## src/rtl/vr_pkg.sv

```systemverilog
// Shared helpers for the valid/ready width converters.
// Holds the count width, output width and lane offset functions.
package vr_pkg;

    // Counter width; a one-lane index still needs one bit.
    function automatic int cnt_width(input int n);
        return (n > 2) ? $clog2(n) : 1;
    endfunction

    function automatic int out_width(input int in_w, input int ratio);
        return in_w * ratio;
    endfunction

    function automatic int lane_lo(input int lane, input int in_w);
        return lane * in_w;
    endfunction

endpackage

```

## src/rtl/vr_width_packer.sv

```systemverilog
// Narrow-to-wide valid/ready packer, little-endian lanes, registered output.
// Define VR_PACK_LAST_EN to add m_last/s_keep/s_last partial-word flush.
module vr_width_packer
    import vr_pkg::*;
#(
    parameter int IN_WIDTH = 8,
    parameter int RATIO    = 4
) (
    input  logic                         clk,
    input  logic                         rst,
    input  logic                         m_valid,
    output logic                         m_ready,
    input  logic [IN_WIDTH-1:0]          m_data,
`ifdef VR_PACK_LAST_EN
    input  logic                         m_last,
    output logic [RATIO-1:0]             s_keep,
    output logic                         s_last,
`endif
    output logic                         s_valid,
    input  logic                         s_ready,
    output logic [IN_WIDTH*RATIO-1:0]    s_data
);

    localparam int OUT_WIDTH = out_width(IN_WIDTH, RATIO);
    localparam int ACC_W     = IN_WIDTH * (RATIO - 1);
    localparam int CW        = cnt_width(RATIO);

    logic [CW-1:0]        cnt;
    logic [ACC_W-1:0]     acc;
    logic [OUT_WIDTH-1:0] word;
    logic                 accept;
    logic                 at_end;
    logic                 last_in;
    logic                 done;

`ifdef VR_PACK_LAST_EN
    logic [RATIO-1:0]     keep;
    assign last_in = m_last;
`else
    assign last_in = 1'b0;
`endif

    assign m_ready = ~s_valid | s_ready;
    assign accept  = m_valid & m_ready;
    assign at_end  = (cnt == CW'(RATIO - 1));
    assign done    = accept & (at_end | last_in);

    // acc lanes at or above cnt are always zero, so the merged
    // word already has zeros above the incoming lane.
    always_comb begin
        word = OUT_WIDTH'(acc);
        word[lane_lo(int'(cnt), IN_WIDTH) +: IN_WIDTH] = m_data;
    end

`ifdef VR_PACK_LAST_EN
    always_comb begin
        keep = '0;
        for (int j = 0; j < RATIO; j++) begin
            keep[j] = (j <= int'(cnt));
        end
    end
`endif

    always_ff @(posedge clk) begin
        if (rst) begin
            cnt <= '0;
            acc <= '0;
        end else if (done) begin
            cnt <= '0;
            acc <= '0;
        end else if (accept) begin
            cnt <= cnt + CW'(1);
            acc <= word[ACC_W-1:0];
        end
    end

    // A completion beat overrides the drain, so back-to-back words
    // never produce a bubble.
    always_ff @(posedge clk) begin
        if (rst) begin
            s_valid <= 1'b0;
            s_data  <= '0;
`ifdef VR_PACK_LAST_EN
            s_keep  <= '0;
            s_last  <= 1'b0;
`endif
        end else if (done) begin
            s_valid <= 1'b1;
            s_data  <= word;
`ifdef VR_PACK_LAST_EN
            s_keep  <= keep;
            s_last  <= last_in;
`endif
        end else if (s_ready) begin
            s_valid <= 1'b0;
        end
    end

endmodule
```

## config.mk

```make
export PLATFORM = sky130hd
export DESIGN_NAME = vr_width_packer
export DESIGN_NICKNAME = d
export VERILOG_FILES = /design/src/rtl/vr_pkg.sv /design/src/rtl/vr_width_packer.sv
export SDC_FILE = /design/constraint.sdc
export NUM_CORES = 1
export LEC_CHECK = 0
export CAP_MARGIN = 20
export CORE_MARGIN = 2
export CORE_UTILIZATION = 55
export DETAILED_ROUTE_END_ITERATION = 16
export DONT_BUFFER_PORTS = 1
export GPL_ROUTABILITY_DRIVEN = 0
export HOLD_SLACK_MARGIN = 0.05
export PLACE_DENSITY = 0.7
export SKIP_LAST_GASP = 1
export SLEW_MARGIN = 40
export SYNTH_ARGS = -nofsm -noshare
export SYNTH_HDL_FRONTEND = slang
export SYNTH_SLANG_ARGS = --single-unit
```

## constraint.sdc

```tcl
create_clock -name clk -period 3.3 [get_ports clk]
set_input_delay 0.165 -clock clk [delete_from_list [all_inputs] [get_ports clk]]
set_output_delay 0.165 -clock clk [all_outputs]
set_load 0.02 [all_outputs]
```

==> results.md <==
- Status: finished, final reports clean
- Chip height: 76.81 um
- Worst-path clk slew: 0.06 ns
- Leak: 0.9700 nW
- Worst Setup End Kind: flip-flop
- # diodes: 0
- Post-synthesis register bit count: 59
- Netlist cell types: 40
- Min-delay worst type: input pin to flip-flop
- Synth Area in Compound Gates: 32.06%
- Largest fanout on the critical path: 35
- Routed wl met3: 740 um
- Fin cells: 366
- Final period util: 73.25%
- Final worst clock skew: 0.009378 ns
- Largest family of logic cells by synthesized area: compound AO/OA/AOI/OAI gates
- Final global-route overflow total: 0
- DRC: 0
- Fraction of layout cells with a size suffix above 1: 18.92%
- Remaining antenna violation count: 0
- Final core utilization: 61.44%
- RSZ-0062 raised after global routing: no
- Die ar.: 5899 sq um
- Worst setup margin: 0.8827 ns
- Max VDD drop: 283.8 uV
- Core ar.: 5107 sq um
- CP bufs+invs: 0
- Total Routing Usage GR: 25.21%
- Max Clk Rate: 413.7 MHz
- DR vias: 2,343
- Post-Synth Adder-Cell Area: 2.575%
- Final setup fails: 0
- Root Driver: clkbuf_8
- Most frequent cells in the layout: 59 x dfxtp_1, 45 x a21oi_1, 25 x nand3_1
- Critical path's slowest cell: dfxtp_1
- Starting Density: 57.08%
- DR vias/cell: 6.402
- Max clock buf depth: 2
- Syn_nets: 319
- Xor/xnor share of the synthesized area: 0%
- Final #Nets: 311
- Overall Power: 0.001564 W
- Post-synthesis sequential area ratio: 40.52%
- Final Slew Violations: 0
- Largest net degree at the start of global routing: 36
- # H-tree levels: 3
- Syn-to-layout area delta: 7.639%
- M1 WL: 2.997 mm
- IO Count: 46
- Setup TNS: 0 ns
- Crit path arrival time: 2.60 ns
- Cell Chain, Critical Path: ha_1 -> and2_4 -> and2_4 -> a311oi_2
- Startpoint Class: flip-flop
- Pwr dens: 498.4 nW/um^2
- Multiplexer share of the synthesized area: 0%
- Simple-Gate Fraction of Synth Area: 16.65%
- Most frequent CP cell: and2_4
- Syn Std Cell Area: 2915 sq um
- Crit Path Category: flip-flop to flip-flop
- DP Cell Count: 342
- WL met2: 3.322 mm
- Final hold vios: 0
- First-pass GRT wire length: 11.51 mm
- Cell row count: 26
- Initial antenna violation count: 0
- CP required: 3.48 ns
- CTS Sinks: 59
- Commonest non-fill, non-tap cell in the layout: dfxtp_1
- CP max stage delay: 0.61 ns
- Min Tclk post-route: 2.417 ns
- Crit path max-delay family: simple AND/OR/NAND/NOR gates
- CTS resizes: 0
- Die X: 76.81 um
- Yosys warns: 0
- CTS buffer count: 9
- DRT iter0 DRCs: 173
- Routed WL: 7.256 mm
- Worst-margin pin slew: 0.6178 ns
- Syn Area/Cell: 9.685 sq um
- Number of port buffers: 0
- Worst rel slew slack: 58.76%
- Fillers: 431
- Worst skew pair latency: 0.34 ns
- Maxcap violations: 0
- Vias in the first global route: 2,198
- Top sig layer: met4
- Final HPWL DP: 4.133 mm
- Syn Inst Count: 301
- Pre-CTS WS: 0.9396 ns
- TritonRoute pass-1 iters: 4
- CTS tree: yes
- Drt wl/cell: 19.83 um
-- path summary, 6_finish.rpt --
check / from / end / slack [ns] / cells past startpoint
worst max register to register: cnt[0] / s_data[20] / 0.88 / 4
worst min-delay path: rst / acc[15] / 0.06 / 2
worst max-delay path: cnt[0] / s_data[20] / 0.88 / 4
worst min register to register: acc[22] / acc[22] / 0.46 / 1
-- flip-flops by register name (all words and copies together), names as in the netlist --
| name | flops |
|---|---|
| acc | 24 |
| cnt | 2 |
| s_data | 32 |
| s_valid | 1 |
-- stage by stage --
step | instance area (sq um) | hold WS [ns]
final | 3138 | 0.05843
after global routing | 3138 | 0.05964
after CTS | 3138 | 0.05131
after detailed placement | 2828 | 0.2390
after global placement | 2828 | 0.2399
after floorplan | 2915 | 0.3191
-- cell families (layout without fill, tap and decap cells) --
logic type,Yosys count,after routing
DFF,59,59
AOI/OAI and AO/OA,112,112
adders and majority gates,6,6
and+or+nand+nor,80,80
buffers and inverters,44,39
-- cell type report --
| class | instances | area, sq um | area share, % |
|---|---|---|---|
| Clock buffer | 12 | 165.2 | 5.263 |
| Clock inverter | 2 | 35.03 | 1.116 |
| Inverter | 13 | 48.80 | 1.555 |
| Multi-Input combinational cell | 198 | 1495 | 47.65 |
| Sequential cell | 59 | 1181 | 37.64 |
| Tap cell | 70 | 87.58 | 2.791 |
| Timing Repair Buffer | 12 | 125.1 | 3.987 |
-- report_power, final --
part	internal [W]	switching, W
clock network	0.000401	0.000271
registers	0.000726	0.0000159
logic	0.0000541	0.0000962
-- synth_stat cells --
master	count	area (sq um)
a211oi_1	3	22.52
a211oi_2	14	175.2
a21o_1	1	7.510
a21oi_1	45	225.2
a2bb2o_1	4	40.04
a311oi_1	2	17.52
a311oi_2	8	120.1
a31oi_1	4	25.02
a31oi_2	1	12.51
a32o_1	3	30.03
a32oi_1	3	26.28
and2_1	2	12.51
and2_4	2	17.52
and2b_1	1	7.510
and3b_1	1	8.760
buf_1	1	3.750
buf_2	14	70.07
buf_4	1	7.510
buf_6	7	78.83
clkbuf_1	8	30.03
dfxtp_1	59	1181
ha_1	6	75.07
inv_1	12	45.04
inv_2	1	3.750
nand2_1	8	30.03
nand2b_1	5	31.28
nand3_1	25	125.1
nand3_2	1	10.01
nand4_1	8	50.05
nor2_1	4	15.01
nor2b_1	12	75.07
nor3b_1	5	37.54
nor3b_2	1	12.51
nor4_1	1	6.260
nor4b_4	1	23.77
nor4bb_1	1	10.01
o21ai_0	10	50.05
o2bb2ai_1	6	52.55
o32ai_2	8	130.1
or2_2	2	12.51
-- routing by layer --
| layer | GRT usage, % | vias up |
|---|---|---|
| li1 | - | 1108 |
| met2 | 37.98 | 111 |
| met4 | 13.27 | 0 |
| met5 | 0 | - |
| met3 | 6.588 | 18 |
| met1 | 33.01 | 1106 |
-- what timing repair did --
| action | 4_1_cts | 5_1_grt |
|---|---|---|
| hold buffers | 10 | 0 |
| buffers inserted | 0 | 0 |
| hold endpoints to repair | 53 | 0 |
No activity file was read; power rests on OpenSTA's default activity.
